==> src/rtl/u_csamul_acc_if.sv <==
// Handshake bundle between the carry-save multiplier output, the frame
// accumulator and the downstream consumer of frame totals.
interface u_csamul_acc_if #(
  parameter int N         = 4,
  parameter int ACC_W     = 12,
  parameter int FRAME_LEN = 4
);
  localparam int CNT_W = $clog2(FRAME_LEN + 1);

  logic               start;
  logic               clear;
  logic [2*N-1:0]     prod_in;
  logic               prod_valid;
  logic               prod_ready;
  logic [ACC_W-1:0]   acc_out;
  logic               acc_valid;
  logic               acc_ready;
  logic               overflow;
  logic [CNT_W-1:0]   count;

  modport master (
    output start, clear, prod_in, prod_valid, acc_ready,
    input  prod_ready, acc_out, acc_valid, overflow, count
  );

  modport slave (
    input  start, clear, prod_in, prod_valid, acc_ready,
    output prod_ready, acc_out, acc_valid, overflow, count
  );
endinterface

==> src/rtl/u_csamul_acc.sv <==
// Frame accumulator for unsigned multiplier products: sums FRAME_LEN accepted
// products with saturation and holds the total until the consumer takes it.
module u_csamul_acc #(
  parameter int N         = 4,
  parameter int ACC_W     = 12,
  parameter int FRAME_LEN = 4
) (
  input  logic          clk,
  input  logic          rst_n,
  u_csamul_acc_if.slave bus
);
  localparam int CNT_W = $clog2(FRAME_LEN + 1);
  localparam logic [CNT_W-1:0] LAST_CNT = CNT_W'(FRAME_LEN - 1);

  typedef enum logic [1:0] {
    S_IDLE = 2'd0,
    S_ACC  = 2'd1,
    S_DONE = 2'd2
  } state_t;

  state_t             r_state;
  logic [ACC_W-1:0]   r_acc;
  logic               r_ovf;
  logic [CNT_W-1:0]   r_count;
  logic               r_prod_ready;
  logic               r_acc_valid;

  logic [ACC_W:0]     w_sum;
  logic               w_accept;
  logic               w_sat;

  // One extra bit catches the carry; once saturated the frame stays pinned.
  assign w_sum    = {1'b0, r_acc} + {{(ACC_W + 1 - 2*N){1'b0}}, bus.prod_in};
  assign w_accept = bus.prod_valid & r_prod_ready;
  assign w_sat    = w_sum[ACC_W] | r_ovf;

  always_ff @(posedge clk or negedge rst_n) begin
    if (!rst_n) begin
      r_state      <= S_IDLE;
      r_acc        <= '0;
      r_ovf        <= 1'b0;
      r_count      <= '0;
      r_prod_ready <= 1'b0;
      r_acc_valid  <= 1'b0;
    end else if (bus.clear) begin
      r_state      <= S_IDLE;
      r_acc        <= '0;
      r_ovf        <= 1'b0;
      r_count      <= '0;
      r_prod_ready <= 1'b0;
      r_acc_valid  <= 1'b0;
    end else begin
      case (r_state)
        S_IDLE: begin
          if (bus.start) begin
            r_state      <= S_ACC;
            r_acc        <= '0;
            r_ovf        <= 1'b0;
            r_count      <= '0;
            r_prod_ready <= 1'b1;
          end
        end
        S_ACC: begin
          if (w_accept) begin
            r_acc   <= w_sat ? {ACC_W{1'b1}} : w_sum[ACC_W-1:0];
            r_ovf   <= w_sat;
            r_count <= r_count + CNT_W'(1);
            if (r_count == LAST_CNT) begin
              r_state      <= S_DONE;
              r_prod_ready <= 1'b0;
              r_acc_valid  <= 1'b1;
            end
          end
        end
        S_DONE: begin
          if (bus.acc_ready) begin
            r_state     <= S_IDLE;
            r_acc_valid <= 1'b0;
          end
        end
        default: begin
          r_state      <= S_IDLE;
          r_prod_ready <= 1'b0;
          r_acc_valid  <= 1'b0;
        end
      endcase
    end
  end

  assign bus.prod_ready = r_prod_ready;
  assign bus.acc_out    = r_acc;
  assign bus.acc_valid  = r_acc_valid;
  assign bus.overflow   = r_ovf;
  assign bus.count      = r_count;
endmodule

==> src/flat_wrapper.sv <==
// flat-port wrapper written by rule: the top's interface ports become plain ports
module u_csamul_acc_flat 
#(
  parameter int N         = 4,
  parameter int ACC_W     = 12,
  parameter int FRAME_LEN = 4
)
  (clk, rst_n, bus_start, bus_clear, bus_prod_in, bus_prod_valid, bus_acc_ready, bus_prod_ready, bus_acc_out, bus_acc_valid, bus_overflow, bus_count);
  u_csamul_acc_if #(.N(N), .ACC_W(ACC_W), .FRAME_LEN(FRAME_LEN)) bus_i ();
  input  logic clk;
  input  logic rst_n;
  input wire logic [$bits(bus_i.start)-1:0] bus_start;
  input wire logic [$bits(bus_i.clear)-1:0] bus_clear;
  input wire logic [$bits(bus_i.prod_in)-1:0] bus_prod_in;
  input wire logic [$bits(bus_i.prod_valid)-1:0] bus_prod_valid;
  input wire logic [$bits(bus_i.acc_ready)-1:0] bus_acc_ready;
  output wire logic [$bits(bus_i.prod_ready)-1:0] bus_prod_ready;
  output wire logic [$bits(bus_i.acc_out)-1:0] bus_acc_out;
  output wire logic [$bits(bus_i.acc_valid)-1:0] bus_acc_valid;
  output wire logic [$bits(bus_i.overflow)-1:0] bus_overflow;
  output wire logic [$bits(bus_i.count)-1:0] bus_count;
  assign bus_i.start = bus_start;
  assign bus_i.clear = bus_clear;
  assign bus_i.prod_in = bus_prod_in;
  assign bus_i.prod_valid = bus_prod_valid;
  assign bus_i.acc_ready = bus_acc_ready;
  assign bus_prod_ready = bus_i.prod_ready;
  assign bus_acc_out = bus_i.acc_out;
  assign bus_acc_valid = bus_i.acc_valid;
  assign bus_overflow = bus_i.overflow;
  assign bus_count = bus_i.count;
  u_csamul_acc #(.N(N), .ACC_W(ACC_W), .FRAME_LEN(FRAME_LEN)) u_core (.clk(clk), .rst_n(rst_n), .bus(bus_i));
endmodule
==> config.mk <==
export PLATFORM = sky130hd
export DESIGN_NAME = u_csamul_acc_flat
export DESIGN_NICKNAME = d
export VERILOG_FILES = /design/src/rtl/u_csamul_acc_if.sv /design/src/rtl/u_csamul_acc.sv /design/src/flat_wrapper.sv
export SDC_FILE = /design/constraint.sdc
export NUM_CORES = 1
export LEC_CHECK = 0
export CORE_UTILIZATION = 52
export CTS_CLUSTER_SIZE = 40
export DETAILED_ROUTE_END_ITERATION = 8
export PLACE_DENSITY = 0.82
export SLEW_MARGIN = 20
export SYNTH_ARGS = -nofsm -noshare
export SYNTH_HDL_FRONTEND = slang
export SYNTH_SLANG_ARGS = --single-unit
==> constraint.sdc <==
create_clock -name clk -period 7.85 [get_ports clk]
set_clock_uncertainty 0.2 [all_clocks]
set_input_delay 1.1775 -clock clk [delete_from_list [all_inputs] [get_ports clk]]
set_output_delay 1.1775 -clock clk [all_outputs]
set_load 0.05 [all_outputs]
==> results of run 1 <==
## per-layer routing
metal | part of all wire, % | wire length (um) | GRT usage (%)
met5 | 0 | 0 | 0
met4 | 0.56 | 17 | 8.56
met3 | 3.5 | 104 | 4.39
met2 | 52 | 1550 | 47.8
met1 | 44 | 1340 | 28.9
## synthesized netlist by cell type
cell,number
a2111oi_0,1
a211o_1,2
a211oi_1,2
a21boi_1,1
a21o_1,2
a21oi_1,14
a21oi_2,2
a221o_1,1
a22o_1,1
a311oi_4,1
a31oi_1,1
and2_4,1
and3_1,2
clkbuf_1,3
dfrtp_1,20
fa_1,1
ha_1,10
inv_1,2
nand2_1,26
nand2b_1,1
nand3_1,1
nand4_1,1
nor2_1,15
nor2b_1,1
nor2b_2,2
nor3_1,2
nor3b_1,1
nor4_1,1
o211ai_1,1
o21ai_0,10
o21ai_1,7
o22ai_1,3
o31ai_4,1
xnor2_1,4
xor2_1,1
## kinds of logic after synthesis
| family | after synthesis | synth area share [%] |
|---|---|---|
| and+or+nand+nor | 54 | 18.7 |
| AOI/OAI and AO/OA | 50 | 26.1 |
| DFF | 20 | 39.0 |
| adders and majority gates | 11 | 11.3 |
| xor gates and xnor gates | 5 | 3.41 |
| buffers and inverters | 5 | 1.46 |
## power by group
group / total, W / switching [W] / internal, W
Clock: 0.0000595 / 0.0000313 / 0.0000282
Sequential: 0.000107 / 0.00000197 / 0.000105
Combinational: 0.0000370 / 0.0000216 / 0.0000154
Total: 0.000203 / 0.0000548 / 0.000148
## worst min-delay path by stage
stage | start | endpoint | slack (ns) | depth (start not counted)
floorplan | u_core.r_state[1] | u_core.r_state[1] | 0.38 | 2
global placement | u_core.bus.acc_out[2] | u_core.bus.acc_out[2] | 0.28 | 2
detailed placement | u_core.bus.acc_out[2] | u_core.bus.acc_out[2] | 0.30 | 2
CTS | u_core.bus.acc_out[2] | u_core.bus.acc_out[2] | 0.33 | 2
global route | u_core.bus.acc_out[2] | u_core.bus.acc_out[2] | 0.34 | 2
finish | u_core.bus.acc_out[7] | u_core.bus.acc_out[7] | 0.32 | 2
## flip-flops by register name (all words and copies together) (netlist names)
name	cells
u_core.bus.acc_out	12
u_core.bus.prod_ready	1
u_core.bus.overflow	1
u_core.bus.count	3
u_core.bus.acc_valid	1
u_core.r_state	2
## stage by stage
stage | instance area (um2) | hold WS [ns] | std cells | util, %
detailed placement | 1630 | 0.296 | 202 | 71.4
global placement | 1630 | 0.285 | 202 | 71.4
floorplan | 1280 | 0.384 | 145 | -
CTS | 1660 | 0.328 | 206 | 73.0
global route | 1660 | 0.337 | 206 | 73.0
finish | 1660 | 0.321 | 206 | 73.0
## cell type report
cell class | count | area [um2] | share of cell area [%]
Tap cell | 28 | 35.0 | 2.11
Sequential cell | 20 | 500 | 30.1
Clock buffer | 4 | 36.3 | 2.18
Multi-Input combinational cell | 120 | 764 | 46.0
Timing Repair Buffer | 32 | 318 | 19.1
Inverter | 2 | 7.51 | 0.452
## worst min-delay path: stages (launching register included)
cell and delay [ns]:
dfrtp_1 0.39, nand2_1 0.06, nand2_1 0.05
==> results_dict.tcl, run 1 <==
set metrics [dict create \
    layout-drive-gt1-share_pct 6.74 \
    place_hpwl_um 2270 \
    crit_chain "clkdlybuf4s50_1 -> ha_1 -> fa_1 -> a21oi_1 -> nor2b_2 -> a311oi_4 -> o31ai_4 -> and2_4 -> a221o_1" \
    wl_per_cell_um 14.6 \
    num-nets-final 204 \
    outcome "complete, no violations" \
    reg2reg_slack_ns 5.13 \
    fp.dieH_um 51.7 \
    syn_to_final_growth_pct 29.4 \
    place.gp.congestion 0.845 \
    ant_nets 0 \
    antenna_found_initial 0 \
    tns_ns 0 \
    crit_buf_inv 1 \
    power.leakage_nw 0.769 \
    cp-start-kind "input port" \
    setup_ws_ns 4.28 \
    syn_area_mm2 0.00128 \
    clock-root-buffer "clkbuf_4" \
    cts-resized-gates 0 \
    num-fill-cells 169 \
    arrival_ns 3.56 \
    dr.pass1.iters 4 \
    maxCapViolations 0 \
    tightest_slew_ns 1.03 \
    yosys_warnings 0 \
    synth.area.top_cells "dfrtp_1, ha_1, nand2_1" \
    drt_iter0_markers 21 \
    portBuffers 31 \
    powerDensity_mw_per_mm2 122 \
    dieArea_mm2 0.00267 \
    wl_um 3010 \
    ys_seq_elements 20 \
    fin_crit_ns 3.57 \
    antenna_cells 0 \
    synthCells 145 \
    clockBufferDepth 2 \
    critPathMaxStageDelay_ns 0.41 \
    clkTransAtPathRegs_ns 0.12 \
    crit_start "bus_prod_in[0]" \
    hold_buffers 0 \
    cp.depth 9 \
    cts_max_level 1 \
    worstPathRequired_ns 7.84 \
    reg2reg_to "u_core.bus.acc_out[8]" \
    vias 1185 \
    criticalPathCategory "input port to register" \
    start_util_pct 56.4 \
    synth_seq_area_share_pct 39.0 \
    total_power_w 0.000203 \
    grt_setup_unrepaired "no" \
    coreArea_mm2 0.00228 \
    die_w_um 51.7 \
    critPathTopFamily "compound AO/OA/AOI/OAI gates" \
    num_rows 17 \
    synth_fp_nets 170 \
    dp_slack_ns 3.97 \
    worstPathMaxFanout 10 \
    drcViolationCount 0 \
    grt_pass1_wl_um 5160 \
    reg2regPathDepth 8 \
    syn_area_per_cell_um2 8.85 \
    cp-end-kind "register" \
    synth_cell_types 35 \
    cts_buffers 3 \
    ios 32 \
    layout_commonest_cell "clkdlybuf4s50_1" \
    gr-total-overflow 0 \
    clkLatencyLatePin_ns 0.29 \
    grtUsageTotal_pct 25.6 \
    endpoint "u_core.bus.acc_out[8]" \
    yosys.area.top_type_share_pct 39.0 \
    r2r-start "u_core.bus.acc_out[0]" \
    postCtsSetupRepairBufs 0 \
    grt_pass1_vias 1242 \
    clock_sinks 20 \
    layout_common_cells "clkdlybuf4s50_1, nand2_1, dfrtp_1" \
    period_share_pct 45.4 \
    hold_viol_final 0 \
    cp_slowest_cell "fa_1" \
    synth_top_area_cell "dfrtp_1" \
    vias_per_cell 5.75 \
    max_slew_margin_pct 31.0 \
    maxSlewViolCount 0 \
    ir_worst_vdd_v 0.000119 \
    cts_tree "done" \
    hold_class "register to register" \
    max_freq_mhz 280 \
    grt_max_degree 21 \
    setup_viol 0 \
]
Power figures use the tool's default switching activity.
==> run 2, diff against run 1 <==
--- a/config.mk
+++ b/config.mk
@@ -5,10 +5,10 @@
 export SDC_FILE = /design/constraint.sdc
 export NUM_CORES = 1
 export LEC_CHECK = 0
-export CORE_UTILIZATION = 52
+export CORE_UTILIZATION = 48
 export CTS_CLUSTER_SIZE = 40
 export DETAILED_ROUTE_END_ITERATION = 8
-export PLACE_DENSITY = 0.82
+export PLACE_DENSITY = 0.76
 export SLEW_MARGIN = 20
 export SYNTH_ARGS = -nofsm -noshare
 export SYNTH_HDL_FRONTEND = slang
==> constraint.sdc (replaced) <==
create_clock -name clk -period 3.35 [get_ports clk]
set_clock_uncertainty 0.2 [all_clocks]
set_input_delay 0.5025 -clock clk [delete_from_list [all_inputs] [get_ports clk]]
set_output_delay 0.5025 -clock clk [all_outputs]
set_load 0.05 [all_outputs]
==> run 2 against run 1 <==
  * Clock power rose to 3.5 times the previous value
  * Register-to-register slack got worse by 4.4 ns
  * Clock-buffer cell count fell by 1
  * Sequential share of layout area fell by 0.47 points
==> results_dict.tcl, run 2 (same netlist as run 1, synthesis figures left out) <==
set metrics [dict create \
    outcome "complete, no violations" \
    ir_worst_vdd_v 0.000248 \
    hold_viol_final 0 \
    powerDensity_mw_per_mm2 322 \
    layout_common_cells "clkdlybuf4s50_1, nand2_1, dfrtp_1" \
    worstPathMaxFanout 10 \
    largest_reg_flops 12 \
    cts_max_level 1 \
    layout-drive-gt1-share_pct 7.26 \
    maxCapViolations 0 \
    criticalPathCategory "input port to register" \
    clockBufferDepth 2 \
    place_hpwl_um 2240 \
    whs_ns 0.322 \
    period_share_pct 83.7 \
    arrival_ns 2.82 \
    crit_chain "clkdlybuf4s50_1 -> ha_1 -> fa_1 -> a21oi_1 -> nor2b_2 -> a311oi_4 -> o31ai_4 -> and2_4 -> a221o_1" \
    ios 32 \
    critPathMaxStageDelay_ns 0.41 \
    postCtsSetupRepairBufs 0 \
    wl_per_cell_um 14.2 \
    wl_um 2960 \
    portBuffers 31 \
    place.gp.congestion 0.949 \
    grt_pass1_vias 1228 \
    num-nets-final 205 \
    max_slew_margin_pct 39.0 \
    num-fill-cells 207 \
    hold_class "register to register" \
    fin_crit_ns 2.80 \
    grtUsageTotal_pct 24.7 \
    cts-resized-gates 0 \
    tns_ns 0 \
    ant_nets 0 \
    num_rows 18 \
    cp_slowest_cell "fa_1" \
    antenna_found_initial 0 \
    power.leakage_nw 0.781 \
    vias 1194 \
    grt_setup_unrepaired "no" \
    hold_buffers 0 \
    regArea_um2 500 \
    setup_viol 0 \
    maxSlewViolCount 0 \
    drt_iter0_markers 16 \
    grt_max_degree 21 \
    start_util_pct 51.4 \
    dieArea_mm2 0.00289 \
    syn_to_final_growth_pct 31.5 \
    cp-end-kind "register" \
    fp.dieH_um 53.7 \
    grt_pass1_wl_um 5140 \
    antenna_cells 0 \
    die_w_um 53.7 \
    worstPathRequired_ns 3.37 \
    coreArea_mm2 0.00250 \
    gr-total-overflow 0 \
    clock_sinks 20 \
    place_area_mm2 0.00164 \
    multi_input_area_um2 764 \
    final_area_mm2 0.00169 \
    clock-root-buffer "clkbuf_4" \
    tightest_slew_ns 0.912 \
    layout_commonest_cell "clkdlybuf4s50_1" \
    max_freq_mhz 357 \
    clkLatencyLatePin_ns 0.31 \
    vias_per_cell 5.71 \
    drcViolationCount 0 \
    cts_tree "done" \
    cp-start-kind "input port" \
    cts_buffers 3 \
    clkTransAtPathRegs_ns 0.13 \
    dr.pass1.iters 4 \
]
[run 2: cell types whose count changed in the layout (fill, tap and decap cells not counted)]
cell       delta
clkbuf_8      -1
bufinv_16     +1
buf_4         +1
[run 2: metrics by stage]
step | setup WS (ns) | power (W) | instances | utilization (%)
2_1_floorplan | 0.568 | 0.000304 | 145 | -
3_3_place_gp | 0.251 | 0.000340 | 205 | 65.4
3_5_place_dp | 0.197 | 0.000342 | 205 | 65.4
4_1_cts | 0.551 | 0.000550 | 209 | 67.5
5_1_grt | 0.395 | 0.000566 | 209 | 67.5
6_report | 0.547 | 0.000543 | 209 | 67.5
[run 2: layout make-up]
class | count | area share (%)
multi-input cells | 120 | 45.3
flip-flops and latches | 20 | 29.7
inverters | 2 | 0.445
repair buffers | 33 | 19.3
clock buffers | 3 | 1.33
well taps | 30 | 2.22
clock inverters | 1 | 1.78
[run 2: final timing paths]
| check | from | slack (ns) | cells past startpoint | endpoint |
|---|---|---|---|---|
| max | bus_prod_in[0] | 0.55 | 9 | u_core.bus.acc_out[8] |
| min | u_core.bus.acc_out[0] | 0.32 | 2 | u_core.bus.acc_out[0] |
| max reg2reg | u_core.bus.acc_out[0] | 0.70 | 8 | u_core.bus.acc_out[8] |
| min reg2reg | u_core.bus.acc_out[0] | 0.32 | 2 | u_core.bus.acc_out[0] |
| max in group asynchronous | rst_n | 1.91 | 1 | u_core.bus.acc_out[4] |
| min in group asynchronous | rst_n | 0.48 | 1 | u_core.bus.prod_ready |
[run 2: critical path, delay by kind of cell]
family                   cells  cell delay [ns]
AND/OR/NAND/NOR              2             0.28
AO/OA/AOI/OAI                4             1.00
adder cells (fa/ha/maj)      2             0.63
buffers and inverters        1             0.40
[run 2: report_power, final]
part	internal (W)	total, W	switching (W)
sequential	0.000245	0.000250	0.00000471
clock	0.000121	0.000206	0.0000847
combinational	0.0000372	0.0000872	0.0000500
total	0.000404	0.000543	0.000139
[run 2: routing by layer]
metal / up-vias / part of all wire [%] / GRT usage (%)
li1: 594 / - / -
met3: 7 / 4.8 / 2.82
met5: - / 0 / 0
met2: 39 / 47 / 43.4
met1: 554 / 46 / 29.3
met4: 0 / 2.2 / 12.3
==> run 3, diff against run 2 <==
--- a/config.mk
+++ b/config.mk
@@ -5,10 +5,10 @@
 export SDC_FILE = /design/constraint.sdc
 export NUM_CORES = 1
 export LEC_CHECK = 0
-export CORE_UTILIZATION = 48
+export CORE_UTILIZATION = 44
 export CTS_CLUSTER_SIZE = 40
 export DETAILED_ROUTE_END_ITERATION = 8
-export PLACE_DENSITY = 0.76
+export PLACE_DENSITY = 0.74
 export SLEW_MARGIN = 20
 export SYNTH_ARGS = -nofsm -noshare
 export SYNTH_HDL_FRONTEND = slang
==> constraint.sdc (replaced) <==
create_clock -name clk -period 2.5 [get_ports clk]
set_clock_uncertainty 0.2 [all_clocks]
set_input_delay 0.375 -clock clk [delete_from_list [all_inputs] [get_ports clk]]
set_output_delay 0.375 -clock clk [all_outputs]
set_load 0.05 [all_outputs]
==> run 3 against run 2 <==
  * Largest power group unchanged
  * Via count increased by 4.6%
  * Core utilization decreased by 1.1 points
  * Sequential power increased by 34%
  * Critical endpoint unchanged
  * Cell area increased by 8.5%
==> results_dict.tcl, run 3 (same netlist as run 1, synthesis figures left out) <==
set metrics [dict create \
    outcome "complete, no violations" \
    drcViolationCount 0 \
    vias 1249 \
    layout.cells.non_filler 226 \
    layout_commonest_cell "clkdlybuf4s50_1" \
    post-route-util_pct 66.4 \
    dr.pass1.iters 4 \
    cts_max_level 1 \
    antenna_found_initial 0 \
    num_rows 19 \
    setup_ws_ns 0.116 \
    final_area_mm2 0.00183 \
    power.leakage_nw 0.858 \
    die_w_um 56.0 \
    clock-root-buffer "clkbuf_4" \
    grt_max_degree 15 \
    period_share_pct 95.4 \
    postCtsSetupRepairBufs 0 \
    grt_setup_unrepaired "no" \
    setup_viol 0 \
    place.gp.congestion 0.899 \
    dp_cells 222 \
    drt_iter0_markers 38 \
    dieArea_mm2 0.00314 \
    arrival_ns 2.39 \
    cts_buffers 3 \
    coreArea_mm2 0.00276 \
    dp_slack_ns -0.324 \
    gr-total-overflow 0 \
    internal_power_w 0.000552 \
    place_area_mm2 0.00178 \
    layout-drive-gt1-share_pct 16.9 \
    start_util_pct 46.6 \
    ir_worst_vdd_v 0.000261 \
    clkLatencyLatePin_ns 0.31 \
    layout_common_cells "clkdlybuf4s50_1, nand2_1, dfrtp_1" \
    tightest_slew_ns 0.619 \
    power.switching_w 0.000187 \
    syn_to_final_growth_pct 42.6 \
    maxCapViolations 0 \
    cts-resized-gates 0 \
    criticalPathCategory "input port to register" \
    max_freq_mhz 419 \
    ant_nets 0 \
    cts_tree "done" \
    hold_class "input port to async pin" \
    max_slew_margin_pct 58.6 \
    fp.dieH_um 56.0 \
    grt_pass1_wl_um 5260 \
    p_comb_share_pct 17.7 \
    maxSlewViolCount 0 \
    powerDensity_mw_per_mm2 403 \
    clock_sinks 20 \
    cp-start-kind "input port" \
    clock_power_share_pct 36.9 \
    ios 32 \
    tns_ns 0 \
    cp-end-kind "register" \
    clockBufferDepth 2 \
    portBuffers 31 \
    antenna_cells 0 \
    largest_reg_flops 12 \
    clkTransAtPathRegs_ns 0.13 \
    fin_crit_ns 2.38 \
    hold_viol_final 0 \
    grtUsageTotal_pct 21.3 \
    switching_share_pct 25.3 \
    grt_pass1_vias 1243 \
    wl_per_cell_um 13.3 \
    vias_per_cell 5.53 \
    p_seq_share_pct 45.4 \
    wl_um 3000 \
    num-nets-final 221 \
    place_hpwl_um 2290 \
    hold_buffers 0 \
    worstPathMaxFanout 4 \
    worstPathRequired_ns 2.50 \
]
## run 3: worst max-delay path, cell delays in order
cell and delay [ns]:
clkdlybuf4s50_1 0.45, ha_4 0.19, fa_2 0.34, a21oi_2 0.14
nor2b_2 0.07, a311oi_4 0.29, o31ai_4 0.09, and2_4 0.18
a221o_1 0.25
## run 3: final timing paths
path | start | to | slack [ns] | depth (start not counted)
setup / recovery | bus_prod_in[0] | u_core.bus.acc_out[8] | 0.12 | 9
hold / removal | rst_n | u_core.bus.acc_out[1] | 0.24 | 1
setup reg to reg | u_core.bus.acc_out[0] | u_core.bus.acc_out[8] | 0.20 | 8
hold reg to reg | u_core.bus.acc_out[4] | u_core.bus.acc_out[4] | 0.33 | 2
max in group asynchronous | rst_n | u_core.bus.acc_out[3] | 1.32 | 2
min in group clk | u_core.bus.acc_out[4] | u_core.bus.acc_out[4] | 0.33 | 2
## run 3: through the flow
step                power (W)  hold slack [ns]
floorplan            0.000408           -0.121
global route         0.000772            0.280
global placement     0.000470            0.284
CTS                  0.000746            0.258
finish               0.000738            0.240
detailed placement   0.000472            0.293
## run 3: layer usage
metal,vias up,GRT usage [%],routed length (um)
li1,623,-,-
met1,594,28.3,1460
met2,30,35.4,1420
met3,2,3.26,114
met4,0,6.97,9
met5,-,0,0
## run 3: cell type report
type	instances	area [um2]
inverter	2	7.51
sequential	20	502
clock inverter	1	30.0
timing repair buffer	49	445
fill	229	927
tap	31	38.8
clock buffer	3	22.5
multi-input combinational	120	785
## run 3: power by group through the flow
stage / combinational [W] / clock (W) / sequential (W)
after floorplan: 0.0000522 / 0 / 0.000356
after detailed placement: 0.000130 / 0 / 0.000342
after global routing: 0.000144 / 0.000292 / 0.000337
after CTS: 0.000131 / 0.000280 / 0.000335
final: 0.000130 / 0.000272 / 0.000335
after global placement: 0.000128 / 0 / 0.000341
